`config.mk`:
```
export PLATFORM = sky130hd
export DESIGN_NAME = ast_to_bt656
export DESIGN_NICKNAME = d
export VERILOG_FILES = /design/src/rtl/ast_to_bt656.sv
export SDC_FILE = /design/constraint.sdc
export NUM_CORES = 1
export LEC_CHECK = 0
export BUFFER_PORTS_ARGS = -buffer_cell sky130_fd_sc_hd__buf_2
export CORE_MARGIN = 2
export CORE_UTILIZATION = 45
export CTS_CLUSTER_SIZE = 30
export DETAILED_ROUTE_END_ITERATION = 10
export HOLD_SLACK_MARGIN = 0.02
export SLEW_MARGIN = 20
export SYNTH_ARGS = -nofsm -noshare
export SYNTH_HDL_FRONTEND = slang
export SYNTH_SLANG_ARGS = --single-unit
```
`constraint.sdc`:
```
create_clock -name clock -period 2.5 [get_ports clock]
set_input_delay 0.25 -clock clock [delete_from_list [all_inputs] [get_ports clock]]
set_output_delay 0.25 -clock clock [all_outputs]
set_load 0.01 [all_outputs]
```
`src/rtl/ast_to_bt656.sv`:
```
// Avalon-ST video sink to BT.656 625-line byte stream. A free-running PAL timing generator
// emits EAV/SAV/blanking; active bytes are pulled from the sink only during active slots.
module ast_to_bt656 #(
  parameter int unsigned LINE_WIDTH  = 720,
  parameter int unsigned BLANK_WIDTH = 280,
  parameter int unsigned HALF_HEIGHT = 288
) (
  input  logic       clock,
  input  logic       reset_n,
  input  logic [7:0] din_data,
  input  logic       din_valid,
  input  logic       din_startofpacket,
  input  logic       din_endofpacket,
  output logic       din_ready,
  output logic [7:0] bt_data,
  output logic       underrun,
  output logic       len_error,
  input  logic       status_clear
);

  localparam int unsigned HTotal  = 8 + BLANK_WIDTH + 2 * LINE_WIDTH;
  localparam logic [10:0] HSav    = 11'(4 + BLANK_WIDTH);
  localparam logic [10:0] HAct    = 11'(8 + BLANK_WIDTH);
  localparam logic [10:0] HLast   = 11'(HTotal - 1);
  localparam logic [18:0] PixLast = 19'(HALF_HEIGHT * 2 * LINE_WIDTH - 1);

  typedef enum logic [2:0] {PIdle, PCtrl, PArmed, PStream, PDiscard} state_e;

  state_e      state_q, state_d;
  logic [10:0] h_q, h_d;
  logic [9:0]  line_q, line_d;
  logic [18:0] pix_q, pix_d;
  logic [3:0]  ctrl_cnt_q, ctrl_cnt_d;
  logic        tgt_any_q, tgt_any_d, tgt_f_q, tgt_f_d;
  logic        stream_f_q, stream_f_d, done_q, done_d;
  logic        run_q;
  logic [7:0]  bt_q, bt_d;
  logic        underrun_q, underrun_d, len_error_q, len_error_d;

  logic       f_cur, v_cur, line_act, in_eav, in_sav, act_slot, stream_slot;
  logic       ready_c, xfer, emit, ur_set, le_set, pix_last;
  logic [1:0] code_idx;

  function automatic logic [7:0] xy(input logic f, input logic v, input logic h);
    return {1'b1, f, v, h, v ^ h, f ^ h, f ^ v, f ^ v ^ h};
  endfunction

  // Packet type from the SOP byte; a single-byte packet ends immediately.
  function automatic state_e dispatch(input logic [7:0] d, input logic eop);
    if (eop)               return PIdle;
    if (d[3:0] == 4'hF)    return PCtrl;
    if (d == 8'h00)        return PArmed;
    return PDiscard;
  endfunction

  assign f_cur       = (line_q >= 10'd313);
  assign v_cur       = (line_q <= 10'd22) || (line_q >= 10'd311 && line_q <= 10'd335) ||
                       (line_q >= 10'd624);
  assign line_act    = (line_q >= 10'd23 && line_q <= 10'd310) ||
                       (line_q >= 10'd336 && line_q <= 10'd623);
  assign in_eav      = (h_q < 11'd4);
  assign in_sav      = (h_q >= HSav) && (h_q < HAct);
  assign act_slot    = line_act && (h_q >= HAct);
  assign stream_slot = act_slot && (f_cur == stream_f_q);
  assign code_idx    = in_eav ? h_q[1:0] : 2'(h_q - HSav);
  assign pix_last    = (pix_q == PixLast);

  always_comb begin
    unique case (state_q)
      PIdle, PCtrl, PDiscard: ready_c = 1'b1;
      PStream:                ready_c = stream_slot && !done_q;
      default:                ready_c = 1'b0;
    endcase
  end

  assign din_ready = run_q & ready_c;
  assign xfer      = din_valid & din_ready;

  always_comb begin
    h_d    = h_q + 11'd1;
    line_d = line_q;
    if (h_q == HLast) begin
      h_d    = '0;
      line_d = (line_q == 10'd625) ? 10'd1 : line_q + 10'd1;
    end
  end

  always_comb begin
    state_d    = state_q;
    pix_d      = pix_q;
    ctrl_cnt_d = ctrl_cnt_q;
    tgt_any_d  = tgt_any_q;
    tgt_f_d    = tgt_f_q;
    stream_f_d = stream_f_q;
    done_d     = done_q;
    emit       = 1'b0;
    ur_set     = 1'b0;
    le_set     = 1'b0;
    unique case (state_q)
      PIdle: begin
        if (xfer && din_startofpacket) begin
          state_d    = dispatch(din_data, din_endofpacket);
          ctrl_cnt_d = 4'd1;
        end
      end
      PCtrl: begin
        if (xfer && din_startofpacket) begin
          state_d    = dispatch(din_data, din_endofpacket);
          ctrl_cnt_d = 4'd1;
        end else if (xfer) begin
          if (ctrl_cnt_q == 4'd9) begin
            tgt_any_d = 1'b1;
            if (din_data[3:0] == 4'b1011) begin
              tgt_any_d = 1'b0;
              tgt_f_d   = 1'b0;
            end else if (din_data[3:0] == 4'b1111) begin
              tgt_any_d = 1'b0;
              tgt_f_d   = 1'b1;
            end
          end
          if (ctrl_cnt_q != 4'hF) ctrl_cnt_d = ctrl_cnt_q + 4'd1;
          if (din_endofpacket) state_d = PIdle;
        end
      end
      PArmed: begin
        // Arm on the last SAV byte so the first active slot is already streaming.
        if (h_q == HSav + 11'd3 &&
            ((line_q == 10'd23 && (tgt_any_q || !tgt_f_q)) ||
             (line_q == 10'd336 && (tgt_any_q || tgt_f_q)))) begin
          state_d    = PStream;
          stream_f_d = f_cur;
          pix_d      = '0;
          done_d     = 1'b0;
          tgt_any_d  = 1'b1;
        end
      end
      PStream: begin
        if (stream_slot) begin
          pix_d = pix_q + 19'd1;
          if (done_q) begin
            if (pix_last) state_d = PIdle;
          end else if (xfer && din_startofpacket) begin
            le_set     = 1'b1;
            state_d    = dispatch(din_data, din_endofpacket);
            ctrl_cnt_d = 4'd1;
          end else if (xfer) begin
            emit = 1'b1;
            if (pix_last) begin
              le_set  = !din_endofpacket;
              state_d = din_endofpacket ? PIdle : PDiscard;
            end else if (din_endofpacket) begin
              le_set = 1'b1;
              done_d = 1'b1;
            end
          end else begin
            ur_set = 1'b1;
            if (pix_last) begin
              le_set  = 1'b1;
              state_d = PDiscard;
            end
          end
        end
      end
      PDiscard: begin
        if (xfer && din_endofpacket) state_d = PIdle;
      end
      default: state_d = PIdle;
    endcase
  end

  always_comb begin
    if (in_eav || in_sav) begin
      unique case (code_idx)
        2'd0:    bt_d = 8'hFF;
        2'd3:    bt_d = xy(f_cur, v_cur, in_eav);
        default: bt_d = 8'h00;
      endcase
    end else if (emit) begin
      bt_d = din_data;
    end else begin
      bt_d = h_q[0] ? 8'h10 : 8'h80;
    end
    underrun_d  = (underrun_q & ~status_clear) | ur_set;
    len_error_d = (len_error_q & ~status_clear) | le_set;
  end

  always_ff @(posedge clock or negedge reset_n) begin
    if (!reset_n) begin
      state_q     <= PIdle;
      h_q         <= '0;
      line_q      <= 10'd1;
      pix_q       <= '0;
      ctrl_cnt_q  <= '0;
      tgt_any_q   <= 1'b1;
      tgt_f_q     <= 1'b0;
      stream_f_q  <= 1'b0;
      done_q      <= 1'b0;
      run_q       <= 1'b0;
      bt_q        <= 8'h80;
      underrun_q  <= 1'b0;
      len_error_q <= 1'b0;
    end else begin
      state_q     <= state_d;
      h_q         <= h_d;
      line_q      <= line_d;
      pix_q       <= pix_d;
      ctrl_cnt_q  <= ctrl_cnt_d;
      tgt_any_q   <= tgt_any_d;
      tgt_f_q     <= tgt_f_d;
      stream_f_q  <= stream_f_d;
      done_q      <= done_d;
      run_q       <= 1'b1;
      bt_q        <= bt_d;
      underrun_q  <= underrun_d;
      len_error_q <= len_error_d;
    end
  end

  assign bt_data   = bt_q;
  assign underrun  = underrun_q;
  assign len_error = len_error_q;

endmodule
```
==> qor.yml, run 1 <==
syn_avg_cell_area_um2: 9.08
synth.area.mux_share: 0.0108
layout_commonest_cell: "dfrtp_1"
cp.arrival_ps: 2850
fp.dieH_um: 97.5
ir_worst_vdd_uv: 321
clkPwrFrac: 0.446
port_buffers: 24
clk_latency_ps: 340
synthSimpleGateAreaFrac: 0.254
worst_pin_slew_ps: 738
cp.required_ps: 2730
period_minus_slack_ps: 2620
antenna_found_initial: 0
r2r-start: "line_q[0]"
multi_input_area_um2: 2460
p_seq_frac: 0.445
ios: 25
hold_viol: 0
hold_ws_ps: 118
setup.worst_path.class: "flip-flop to flip-flop"
synth-edff-count: 0
slew_viol_final: 0
viasPerCell: 5.60
power_uw: 2330
netlist_area_um2: 3930
finalSetupTns_ps: -1280
synthXorXnorAreaFrac: 0.0646
core_area_um2: 8590
relSlewSlack: 0.508
track_usage: 0.215
fmax_mhz: 382
crit_start: "line_q[0]"
routedWlPerCell_um: 16.0
synth_compound_area_frac: 0.198
hold_start: "status_clear"
drive_gt1_frac: 0.317
ff_latch_area_um2: 1560
top_layer_used: "met4"
setup_viol: 21
syn_nets: 457
synth_area_leaders: "dfrtp_1 (38%), xnor2_1 (5.1%), nand2_1 (4.3%), nor2_1 (3.9%), o21ai_0 (3.4%)"
path_delay_family: "buffers and inverters"
path_common_cell: "buf_4"
synth_top_area_frac: 0.375
rsz0062_at_grt: "true"
synthFlopType: "dfrtp_1"
initial_core_util: 0.458
met2_length_um: 4930
vias: 3503
cts.path.max_buffers: 2
final_cell_mix: "dfrtp_1 (55), buf_4 (50), nand2_1 (43)"
ys.warnings.count: 0
ant_nets: 0
cts_sinks: 62
critPathBufInv: 5
grt_max_degree: 34
async_flop_share: 1.00
ys_seq_elements: 62
wirelength_um: 9980
clock_skew_ps: 11.6
synthCells: 433
cts-root-buf: "clkbuf_8"
post-route-drc-count: 0
power.switching_uw: 583
yosysTopAreaCell: "dfrtp_1"
fillCellCount: 751
synth_fa_ha_area_frac: 0.0318
power_density_nw_per_um2: 454
nets: 536
row_count: 34
grt_pass1_vias: 3538
placed_area_um2: 4470
first_iter_violations: 132
maxCapViolations: 0
crit_chain: "inv_2, ha_4, nor3b_4, buf_4, o211ai_1, and3_4, buf_6, o2111ai_4, buf_12, buf_4, a211oi_2, xnor2_1, nor2_1"
numCtsBuffers: 9
path_max_fanout: 5
wl_met1_um: 4660
status: "finished with violations"
grt_first_pass_wirelength_um: 16800
met3WireLength_um: 289
pwr-share-comb: 0.109
design_area_um2: 5130
timing.critical_path.from_type: "flip-flop"
cts_tree: "done"
failed_checks: "negative setup slack"
synth_top_family_by_area: "simple AND/OR/NAND/NOR gates"
crit_path_max_incr_delay_ps: 590
clkTransAtPathRegs_ps: 70
overflow: 0
layout_setup_ws_ps: -118
h-tree-depth: 3
endpoint_kind: "flip-flop"
dr.pass1.iters: 4
min_period_over_period: 1.05
synth_cell_types: 69
die_w_um: 97.5
area_delta_synth_final_pct: 30.5
dieArea_um2: 9510
power.internal_uw: 1750
antennaDiodeCount: 0
power_leakage_uw: 0.00214
slowest_stage: "dfstp_2"
swShare: 0.250
gp_congestion: 0.851
detailed_place_hpwl_um: 6690
hold_class: "primary input to flip-flop"
synth_seq_area_share: 0.395
power groups by stage:
| stage | clock (uW) | combinational, uW | sequential [uW] |
|---|---|---|---|
| after global routing | 1110 | 282 | 1040 |
| final | 1040 | 254 | 1040 |
| after floorplan | 0 | 131 | 1050 |
| after CTS | 1060 | 240 | 1040 |
| after detailed placement | 0 | 230 | 1060 |
| after global placement | 0 | 221 | 1060 |
per-stage QoR:
stage,util,setup slack [ps],instances
final,0.597,-118,625
after global routing,0.597,-237,625
after detailed placement,0.521,-80.9,588
after global placement,0.521,-31.5,588
after floorplan,-,-12.3,433
after CTS,0.570,-168,612
area by class of cell:
class	instances	share of cell area
multi-input cells	337	0.479
flip-flops and latches	62	0.304
repair buffers	88	0.135
clock buffers	11	0.0295
well taps	108	0.0263
clock inverters	5	0.0158
inverters	14	0.0102
timing repair:
item / CTS / global route
endpoints found under the setup margin: 20 / 38
hold buffers: 1 / 0
pin swaps: 14 / 26
cloned: 2 / 1
setup buffers: 5 / 13
gates resized for setup: 25 / 34
endpoints found under the hold margin: 28 / 0
metal layers:
layer  vias to the layer above  GRT usage
met3                         8     0.0424
met1                      1731      0.290
met5                         -          0
li1                       1711          -
met4                         0     0.0545
met2                        53      0.355
cells by family after synthesis:
kind of cell,Yosys count
other,1
buffers and inverters,35
DFF,62
and+or+nand+nor,188
adders and majority gates,10
AOI/OAI and AO/OA,104
muxes,4
xor gates and xnor gates,29
Yosys cell counts, types with 5 or more instances:
master    number
o21ai_0       27
xor2_1         6
nor3_1        11
nor2b_1        5
nand3_1       24
inv_1         14
xnor2_1       23
dfrtp_1       59
nand2_1       45
nand4_1        6
buf_2          8
and3_1         9
nor2_1        41
ha_1          10
nand2b_1      11
a21oi_1       23
a211oi_1      10
a211oi_2       8
clkbuf_1       7
final timing paths:
check / end / slack (ps) / cells after the start
worst max-delay path: pix_q[7] / -120 / 13
worst min-delay path: underrun / 120 / 2
worst max register to register: pix_q[7] / -120 / 13
worst min register to register: h_q[4] / 510 / 1
max in group asynchronous: line_q[0] / 1290 / 3
min in group asynchronous: h_q[2] / 500 / 2
state kept, by name, summed over array words and instances (netlist names), 3 cells and up:
name        cells
ctrl_cnt_q      4
bt_data         8
state_q         3
h_q            11
line_q         10
pix_q          19
No activity file was read; power rests on OpenSTA's default activity.
==> inputs of run 2 (changes only) <==
Settings changed: CORE_UTILIZATION 45 to 55, PLACE_DENSITY from default to 0.76.
==> run 2 against run 1 <==
Against the previous run:
- the run still ends with negative setup slack left
- sequential cell count unchanged
- clock skew rose by 1.7 ps
- final cell count decreased by 1.1%
- hold slack got worse by 15 ps
- routed wire length increased by 7.8%
- highest routed layer unchanged
- sequential share of layout area is essentially flat
- critical path type unchanged
- via count rose by 5.8%
- utilization increased by 15 points
- non-clock buffer count rose by 5
- die area down 17%
- critical path depth unchanged
- sequential power about the same
==> qor.yml, run 2 (same netlist as run 1, synthesis figures left out) <==
grt_first_pass_wirelength_um: 17100
fillCellCount: 478
rrSetupSlack_ps: -270
routedWlPerCell_um: 17.4
pwr-share-comb: 0.120
largest_reg_flops: 19
timing.critical_path.from_type: "flip-flop"
wirelength_um: 10800
dr.pass1.iters: 5
path_max_fanout: 6
worst_pin_slew_ps: 737
cts.path.max_buffers: 2
ant_nets: 0
h-tree-depth: 3
hold_class: "primary input to flip-flop"
power.switching_uw: 606
rr_worst_depth: 13
initial_core_util: 0.573
endpoint_kind: "flip-flop"
fp.dieH_um: 88.6
clock_skew_ps: 13.3
r2r-start: "line_q[0]"
top_register: "pix_q"
p_seq_frac: 0.498
fmax_mhz: 361
min_period_over_period: 1.11
placed_area_um2: 4490
overflow: 0
hold_start: "status_clear"
clkTransAtPathRegs_ps: 80
power_uw: 2090
clkPwrFrac: 0.382
layout_commonest_cell: "dfrtp_1"
layout_setup_ws_ps: -272
maxCapViolations: 0
gp_congestion: 0.885
track_usage: 0.282
finalSetupTns_ps: -4320
port_buffers: 24
period_minus_slack_ps: 2770
antenna_found_initial: 0
ir_worst_vdd_uv: 365
ff_latch_area_um2: 1560
post-route-drc-count: 0
swShare: 0.290
cp.required_ps: 2740
relSlewSlack: 0.508
row_count: 30
largestRegisters: "pix_q (19), h_q (11), line_q (10)"
core_area_um2: 6870
numCtsBuffers: 9
instances_no_fill: 618
detailed_place_hpwl_um: 6730
cp.arrival_ps: 3020
dieArea_um2: 7840
power_density_nw_per_um2: 407
design_area_um2: 5130
post-place-ws_ps: -82.1
area_delta_synth_final_pct: 30.4
power_leakage_uw: 0.00214
multi_input_area_um2: 2490
rsz0062_at_grt: "true"
setup.worst_path.class: "flip-flop to flip-flop"
hold_path_end: "underrun"
failed_checks: "negative setup slack"
clk_latency_ps: 360
drive_gt1_frac: 0.322
cts_sinks: 62
grt_pass1_vias: 3624
grt_max_degree: 33
antennaDiodeCount: 0
ios: 25
worstHoldPathCells: 2
die_w_um: 88.6
nets: 541
slew_viol_final: 0
cts-root-buf: "clkbuf_8"
first_iter_violations: 265
cts_tree: "done"
r2r-end: "pix_q[10]"
status: "finished with violations"
setup_viol: 28
viasPerCell: 6.00
vias: 3706
final_cell_mix: "dfrtp_1 (58), buf_4 (51), nor2_1 (41)"
hold_viol: 0
dp_cells: 580
power.internal_uw: 1480
==> run 2: changes by cell type in the layout (fill, tap and decap cells not counted), sizes merged <==
cell	before	now
buf	86	92
bufinv	2	0
clkbuf	12	10
clkinv	2	4
clkinvlp	1	2
==> run 2: metrics by stage <==
step                      hold WS (ps)  utilization
after global placement             344        0.654
after CTS                         80.1        0.718
final                              102        0.747
after detailed placement           352        0.654
after floorplan                  -45.6            -
after global routing               102        0.747
==> run 2: critical path, cell delays in order, from the launching register on <==
cell	delay, ps
dfstp_2	580
inv_2	60
ha_4	150
nor3b_4	140
buf_4	150
o211ai_1	200
and3_4	260
buf_6	110
buf_6	90
o2111ai_4	170
buf_12	200
a2111oi_4	310
xnor2_1	190
nor2_2	50
==> run 2: how the worst max path moves through the flow <==
| stage | slack, ps | cells past startpoint | endpoint | from |
|---|---|---|---|---|
| global placement | -30 | 8 | state_q[0] | line_q[0] |
| global route | -290 | 13 | pix_q[10] | line_q[0] |
| CTS | -240 | 10 | din_ready | line_q[0] |
| floorplan | -10 | 9 | pix_q[13] | line_q[0] |
| finish | -270 | 13 | pix_q[10] | line_q[0] |
| detailed placement | -80 | 8 | state_q[0] | line_q[0] |
==> run 2: metal layers <==
layer / vias to the layer above / GRT usage / wire, um
met5: - / 0 / 0
met4: 0 / 0.0923 / 250
met3: 26 / 0.0550 / 588
met2: 136 / 0.466 / 5430
met1: 1818 / 0.373 / 4480
li1: 1726 / - / -
==> run 2: layout make-up <==
type,instances,area share
clock inverters,6,0.00756
inverters,14,0.0102
clock buffers,10,0.0249
repair buffers,93,0.144
multi-input cells,337,0.486
flip-flops and latches,62,0.303
well taps,96,0.0234
==> run 2: what timing repair did <==
| action | in CTS | in global routing |
|---|---|---|
| pin swaps | 37 | 33 |
| resized for setup | 35 | 33 |
| hold endpoints to repair | 27 | 0 |
| buffers inserted | 15 | 8 |
| gates cloned | 1 | 0 |
| hold buffers | 1 | 0 |
| setup endpoints to repair | 19 | 39 |
==> run 2: power by group through the flow <==
| stage | Sequential (uW) | Combinational [uW] | Clock (uW) |
|---|---|---|---|
| after floorplan | 1050 | 131 | 0 |
| after global placement | 1060 | 215 | 0 |
| after detailed placement | 1060 | 222 | 0 |
| after CTS | 1040 | 238 | 807 |
| after global routing | 1040 | 277 | 848 |
| final | 1040 | 251 | 797 |
